[config.mk]
export PLATFORM = sky130hd
export DESIGN_NAME = sap_ctrl_seq
export DESIGN_NICKNAME = d
export VERILOG_FILES = /design/src/rtl/sap_ctrl_seq.sv
export SDC_FILE = /design/constraint.sdc
export NUM_CORES = 1
export LEC_CHECK = 0
export BUFFER_PORTS_ARGS = -buffer_cell sky130_fd_sc_hd__buf_2
export CAP_MARGIN = 20
export CORE_UTILIZATION = 42
export CTS_BUF_LIST = sky130_fd_sc_hd__clkbuf_4 sky130_fd_sc_hd__clkbuf_8
export CTS_CLUSTER_DIAMETER = 150
export DETAILED_ROUTE_END_ITERATION = 16
export PLACE_DENSITY = 0.67
export SYNTH_ARGS = -nofsm -noshare
export SYNTH_HDL_FRONTEND = slang
export SYNTH_SLANG_ARGS = --single-unit
[constraint.sdc]
create_clock -name clock -period 7.3 [get_ports clock]
set_input_delay 0.365 -clock clock [delete_from_list [all_inputs] [get_ports clock]]
set_output_delay 0.365 -clock clock [all_outputs]
set_load 0.05 [all_outputs]
[src/rtl/sap_ctrl_seq.sv]
// SAP-class CPU control sequencer: one-hot T-state ring, opcode decode,
// flag-driven conditional jumps, optional early return to fetch, halt.
module sap_ctrl_seq #(
  parameter int OP_W      = 4,
  parameter int T_MAX     = 6,
  parameter int EARLY_END = 1
) (
  input  logic             clock,
  input  logic             clr,
  input  logic [OP_W-1:0]  ri,
  input  logic             flag_z,
  input  logic             flag_c,
  output logic             Cp,
  output logic             Ep,
  output logic             Lm_barra,
  output logic             CE_barra,
  output logic             Li_barra,
  output logic             Ei_barra,
  output logic             La_barra,
  output logic             Ea,
  output logic             Su,
  output logic             Eu,
  output logic             Lb_barra,
  output logic             Lo_barra,
  output logic             Lp,
  output logic [T_MAX-1:0] t_state,
  output logic             instr_done,
  output logic             halted
);

  localparam logic [T_MAX-1:0] T1 = T_MAX'(1);

  // Opcodes compared against zero-extended 4-bit codes.
  logic op_lda, op_add, op_sub, op_jmp, op_jz, op_jc, op_out, op_hlt;
  assign op_lda = (ri == OP_W'(4'h0));
  assign op_add = (ri == OP_W'(4'h1));
  assign op_sub = (ri == OP_W'(4'h2));
  assign op_jmp = (ri == OP_W'(4'h3));
  assign op_jz  = (ri == OP_W'(4'h4));
  assign op_jc  = (ri == OP_W'(4'h5));
  assign op_out = (ri == OP_W'(4'hE));
  assign op_hlt = (ri == OP_W'(4'hF));

  // A corrupted (non one-hot) state decodes to nothing and recovers to T1.
  logic one_hot;
  logic active;
  logic last;
  logic take_jump;
  logic [T_MAX-1:0] t_next;
  logic             halted_next;

  assign one_hot = $onehot(t_state);
  assign active  = one_hot && !halted;

  // Output decode and last-active-state detection for the current T-state.
  always_comb begin
    Cp        = 1'b0;
    Ep        = 1'b0;
    Lm_barra  = 1'b1;
    CE_barra  = 1'b1;
    Li_barra  = 1'b1;
    Ei_barra  = 1'b1;
    La_barra  = 1'b1;
    Ea        = 1'b0;
    Su        = 1'b0;
    Eu        = 1'b0;
    Lb_barra  = 1'b1;
    Lo_barra  = 1'b1;
    Lp        = 1'b0;
    last      = 1'b0;
    take_jump = op_jmp || (op_jz && flag_z) || (op_jc && flag_c);
    if (active) begin
      if (t_state[0]) begin
        Ep       = 1'b1;
        Lm_barra = 1'b0;
      end
      if (t_state[1]) begin
        Cp = 1'b1;
      end
      if (t_state[2]) begin
        CE_barra = 1'b0;
        Li_barra = 1'b0;
        last     = !(op_lda || op_add || op_sub || op_jmp || op_jz ||
                     op_jc || op_out || op_hlt);
      end
      if (t_state[3]) begin
        if (op_lda || op_add || op_sub) begin
          Ei_barra = 1'b0;
          Lm_barra = 1'b0;
        end
        if (take_jump) begin
          Ei_barra = 1'b0;
          Lp       = 1'b1;
        end
        if (op_out) begin
          Ea       = 1'b1;
          Lo_barra = 1'b0;
        end
        last = op_jmp || op_jz || op_jc || op_out;
      end
      if (t_state[4]) begin
        if (op_lda) begin
          CE_barra = 1'b0;
          La_barra = 1'b0;
          last     = 1'b1;
        end
        if (op_add || op_sub) begin
          CE_barra = 1'b0;
          Lb_barra = 1'b0;
        end
      end
      if (t_state[5]) begin
        if (op_add || op_sub) begin
          Eu       = 1'b1;
          La_barra = 1'b0;
          Su       = op_sub;
          last     = 1'b1;
        end
      end
    end
    instr_done = active && ((EARLY_END != 0) ? last : t_state[T_MAX-1]);
  end

  // Next-state selection: recovery, halt hold, halt entry, early end, rotate.
  always_comb begin
    t_next      = {t_state[T_MAX-2:0], t_state[T_MAX-1]};
    halted_next = halted;
    if (!one_hot) begin
      t_next = T1;
    end else if (halted) begin
      t_next = t_state;
    end else if (t_state[3] && op_hlt) begin
      t_next      = t_state;
      halted_next = 1'b1;
    end else if ((EARLY_END != 0) && last) begin
      t_next = T1;
    end
  end

  // State register; clr aborts immediately to T1 and leaves halt.
  always_ff @(posedge clock or negedge clr) begin
    if (!clr) begin
      t_state <= T1;
      halted  <= 1'b0;
    end else begin
      t_state <= t_next;
      halted  <= halted_next;
    end
  end

endmodule

; Word level (Yosys, flattened, before mapping)
; Index checks and enable logic that the tools add are counted.
; Widths: inputs -> output; s select.
[totals]
ff_bits = 7
output_inout_bits = 21
[op_classes]
n_addsub = 5
eq_ne = 10
muxes = 54
n_reduce_logical = 22
[ops]
columns = operator, n
row1 = $mux 1, 50
row2 = $mux 6, 4
row3 = $logic_or 1x1->1, 13
row4 = $eq 4x2->1 const B, 2
row5 = $eq 4x3->1 const B, 2
row6 = $eq 4x4->1 const B, 2
row7 = $add 1x1->2, 3
row8 = $logic_and 1x1->1, 5
row9 = $eq 4x1->1 const B, 1
row10 = $logic_not 4->1, 1
row11 = $ne 2x2->1 const B, 2
row12 = $add 2x2->3, 1
row13 = $add 3x2->3, 1
row14 = $eq 3x1->1 const B, 1
row15 = $logic_not 1->1, 2
row16 = $reduce_and 2->1, 1

; Logic depth before layout (Yosys ltp)
[depth]
ltp_word = 20
ltp_mapped = 11

; Worst setup path before layout
; No wires, ideal clock.
[synth_timing]
path_type = reg-to-output
start = register t_state[1]
end = output port Su
arrival_ns = 4.605
required_time_ns = 6.935
setup_slack_ns = 2.330
stages_incl_launch_ff = 11
path_cell_list = dfrtp_1 fa_1 inv_1 fa_1 inv_1 ha_1 fa_1 nor4b_2 buf_4 nand2_2 nor4b_1
[synth_between]
elab_chain_len = 6
[synth_rtl]
columns = element, line
row1 = start: declaration, 26  ; output logic [T_MAX-1:0] t_state,
row2 = start signal: assignment, 146  ; t_state <= t_next;
row3 = $add 1x1->2 (implied by the code), 52  ; assign one_hot = $onehot(t_state);
row4 = $add 2x2->3 (implied by the code), 52
row5 = $add 3x2->3 (implied by the code), 52
row6 = $eq 3x1->1, 52
row7 = $logic_and 1x1->1, 53  ; assign active = one_hot && !halted;
row8 = $mux 1, 72  ; if (active) begin
row9 = end: declaration, 21  ; output logic Su,
; No other way between the ends.

; Worst setup path in the final report
[layout_timing]
start = register t_state[3]
end = output port instr_done
[layout_between]
elab_chain_len = 7
[layout_rtl]
columns = element, line
row1 = $add 1x1->2 (implied by the code) / $mux 1 (equally long branches), "52, 86"
row2 = $add 2x2->3 (implied by the code) / $mux 1 (equally long branches), "52, 102"
row3 = $add 3x2->3 (implied by the code) / $mux 1 (equally long branches), "52, 101"
row4 = $eq 3x1->1 / $mux 1 (equally long branches), "52, 113"
row5 = $logic_and 1x1->1 / $mux 1 (equally long branches), "53, 112"
row6 = $mux 1, 72
row7 = $logic_and 1x1->1 (*), 121  ; instr_done = active && ((EARLY_END != 0) ? last : t_state[T_MAX-1]);
row8 = end: declaration, 27  ; output logic instr_done,
; Every way passes the cells marked *; elsewhere a longest branch is shown, timed or not.

==> impl_metrics.ini <==
[grt]
grt_start_max_net_pins = 13
grt_overflow = 0
globalRouteTotalUtil = 0.216
grt_antenna_before_repair = 0
grt_pass1_vias = 645
grt_pass1_wl_mm = 3.06

[finish]
syn2layout_area_growth_pct = 21.0
drive_gt1_frac = 0.393
fillCellCount = 143
diodes = 0
layout.nets = 120
multi_input_area_um2 = 483
ff_latch_area_um2 = 176

[clock_tree]
h-tree-depth = 1
max-clock-path-buffers = 2
cts_sinks = 7
clk_latency_ns = 0.26
clkTransAtPathRegs_ns = 0.06
numCtsBuffers = 3
cts-root-buf = clkbuf_4
cts_tree = done
post_cts_resize_count = 0

[sta]
tightest_slew_ns = 1.01
fin_tns_setup_ns = 0
hold_viol_final = 0
slew_viol_final = 0
skew_ns = 0.0110
fmax_mhz = 202
setup_violations = 0
fin_crit_sh = 0.677
finalCriticalPeriod_ns = 4.94
slew_headroom = 0.328
grt_setup_unrepaired = false

[detailed_routing]
wl_mm = 1.79
first_pass_iters = 6
num_vias = 737
route.detailed.drc = 0
via_per_inst = 5.99
postRouteAntennaNets = 0
drt-initial-drc-count = 22
wl_per_cell_um = 14.6

[worst_setup_path]
r2r_cells = 10
required_ns = 6.93
worstPathArrival_ns = 4.58
cp-end-kind = primary output
worst_r2r_startpoint = t_state[3]
critPathMaxFanout = 12
start_kind = register
rrSetupSlack_ns = 3.12
critPathKind = register to primary output
r2r-end = t_state[4]

[die]
ios = 29
fp.dieH_um = 43.9
die-area_mm2 = 0.00193
rows = 14
fp.dieW_um = 43.9
start_util = 0.468
core_mm2 = 0.00158

[synthesis]
ys_seq_elements = 7
synthDistinctLibCells = 39
synth_flop_cell = dfrtp_1
synth_area_um2 = 738
synth_fp_nets = 93
ys_seq_area_frac = 0.239
yosys-top-cells-area = dfrtp_1, fa_1, nand4_1, o32ai_4, dfstp_2
async_flop_share = 1.00
synth.avg_cell_area_um2 = 9.11
synthCells = 81
synth_edf_count = 0
synth.top_cells.by_count = inv_1, nand2_1, dfrtp_1
ys_warn_count = 0
synth_top_area_frac = 0.203
synth_top_cell_by_area = dfrtp_1

[placed_design]
hpwlAfterDp_mm = 1.28
port_buffers = 28
place_congestion = 0.837

[job]
cap_violations = 0

[outcome]
status = finished clean

[worst_hold_path]
hold_path_class = input pin to asynchronous set/reset pin
[cells in the final DEF (no fill, tap or decap), drive strengths merged, types with 4 or more instances in the layout]
cell	netlist	layout
clkbuf	0	4
nand2	8	8
buf	8	29
inv	7	7
dfrtp	6	6
nand4	5	5
[final cells by class]
| type | count | area share |
|---|---|---|
| repair buffers | 30 | 0.176 |
| inverters | 7 | 0.0294 |
| multi-input cells | 59 | 0.541 |
| clock buffers | 4 | 0.0336 |
| well taps | 16 | 0.0224 |
| flip-flops and latches | 7 | 0.197 |
[cell families after synthesis]
kind of cell / after synthesis / share of synthesized area
and+or+nand+nor: 35 / 0.310
AOI/OAI and AO/OA: 18 / 0.222
buffers and inverters: 15 / 0.107
DFF: 7 / 0.239
adders and majority gates: 4 / 0.0983
xor gates and xnor gates: 2 / 0.0237
[metrics by stage]
step           cells  worst slack (ns)  instance area, µm²  utilization  hold slack (ns)
2_1_floorplan     81              2.33                 738            -           0.0694
3_3_place_gp     118              2.69                 853        0.541            0.204
3_5_place_dp     118              2.61                 853        0.541            0.205
4_1_cts          123              2.33                 893        0.567            0.458
5_1_grt          123              2.09                 893        0.567            0.481
6_report         123              2.36                 893        0.567            0.466
[what timing repair did]
item | CTS | global route
hold buffers | 1 | 0
hold endpoints to repair | 6 | 0
setup buffers | 0 | 0
[sequential cells by signal (all words and copies together) (netlist names)]
signal   count
t_state      6
halted       1
[worst max-delay path, cell delays in order (launching register included)]
cell,delay (ns)
dfrtp_1,0.55
fa_1,0.55
inv_1,0.05
fa_1,0.47
inv_1,0.04
ha_1,0.18
fa_1,0.47
nor4b_2,0.90
nand2_1,0.24
o32ai_4,0.45
nand2b_1,0.16
buf_2,0.26
[worst max path at each step]
stage | start | to | slack, ns | cells past startpoint
final | t_state[3] | instr_done | 2.36 | 11
after detailed placement | t_state[3] | instr_done | 2.61 | 11
after floorplan | t_state[1] | Su | 2.33 | 10
after global placement | t_state[3] | instr_done | 2.69 | 11
after CTS | t_state[3] | instr_done | 2.33 | 11
after global routing | t_state[3] | instr_done | 2.09 | 11
[routing by layer]
layer  wire, µm  GRT usage  share of wire
met1        813      0.312           0.45
met2        859      0.319           0.48
met3         98     0.0500          0.055
met4         19     0.0727          0.011
met5          0          0              0
Power is not shown: default switching activity piles up to over one toggle a cycle in this logic, so the estimate is an artifact.
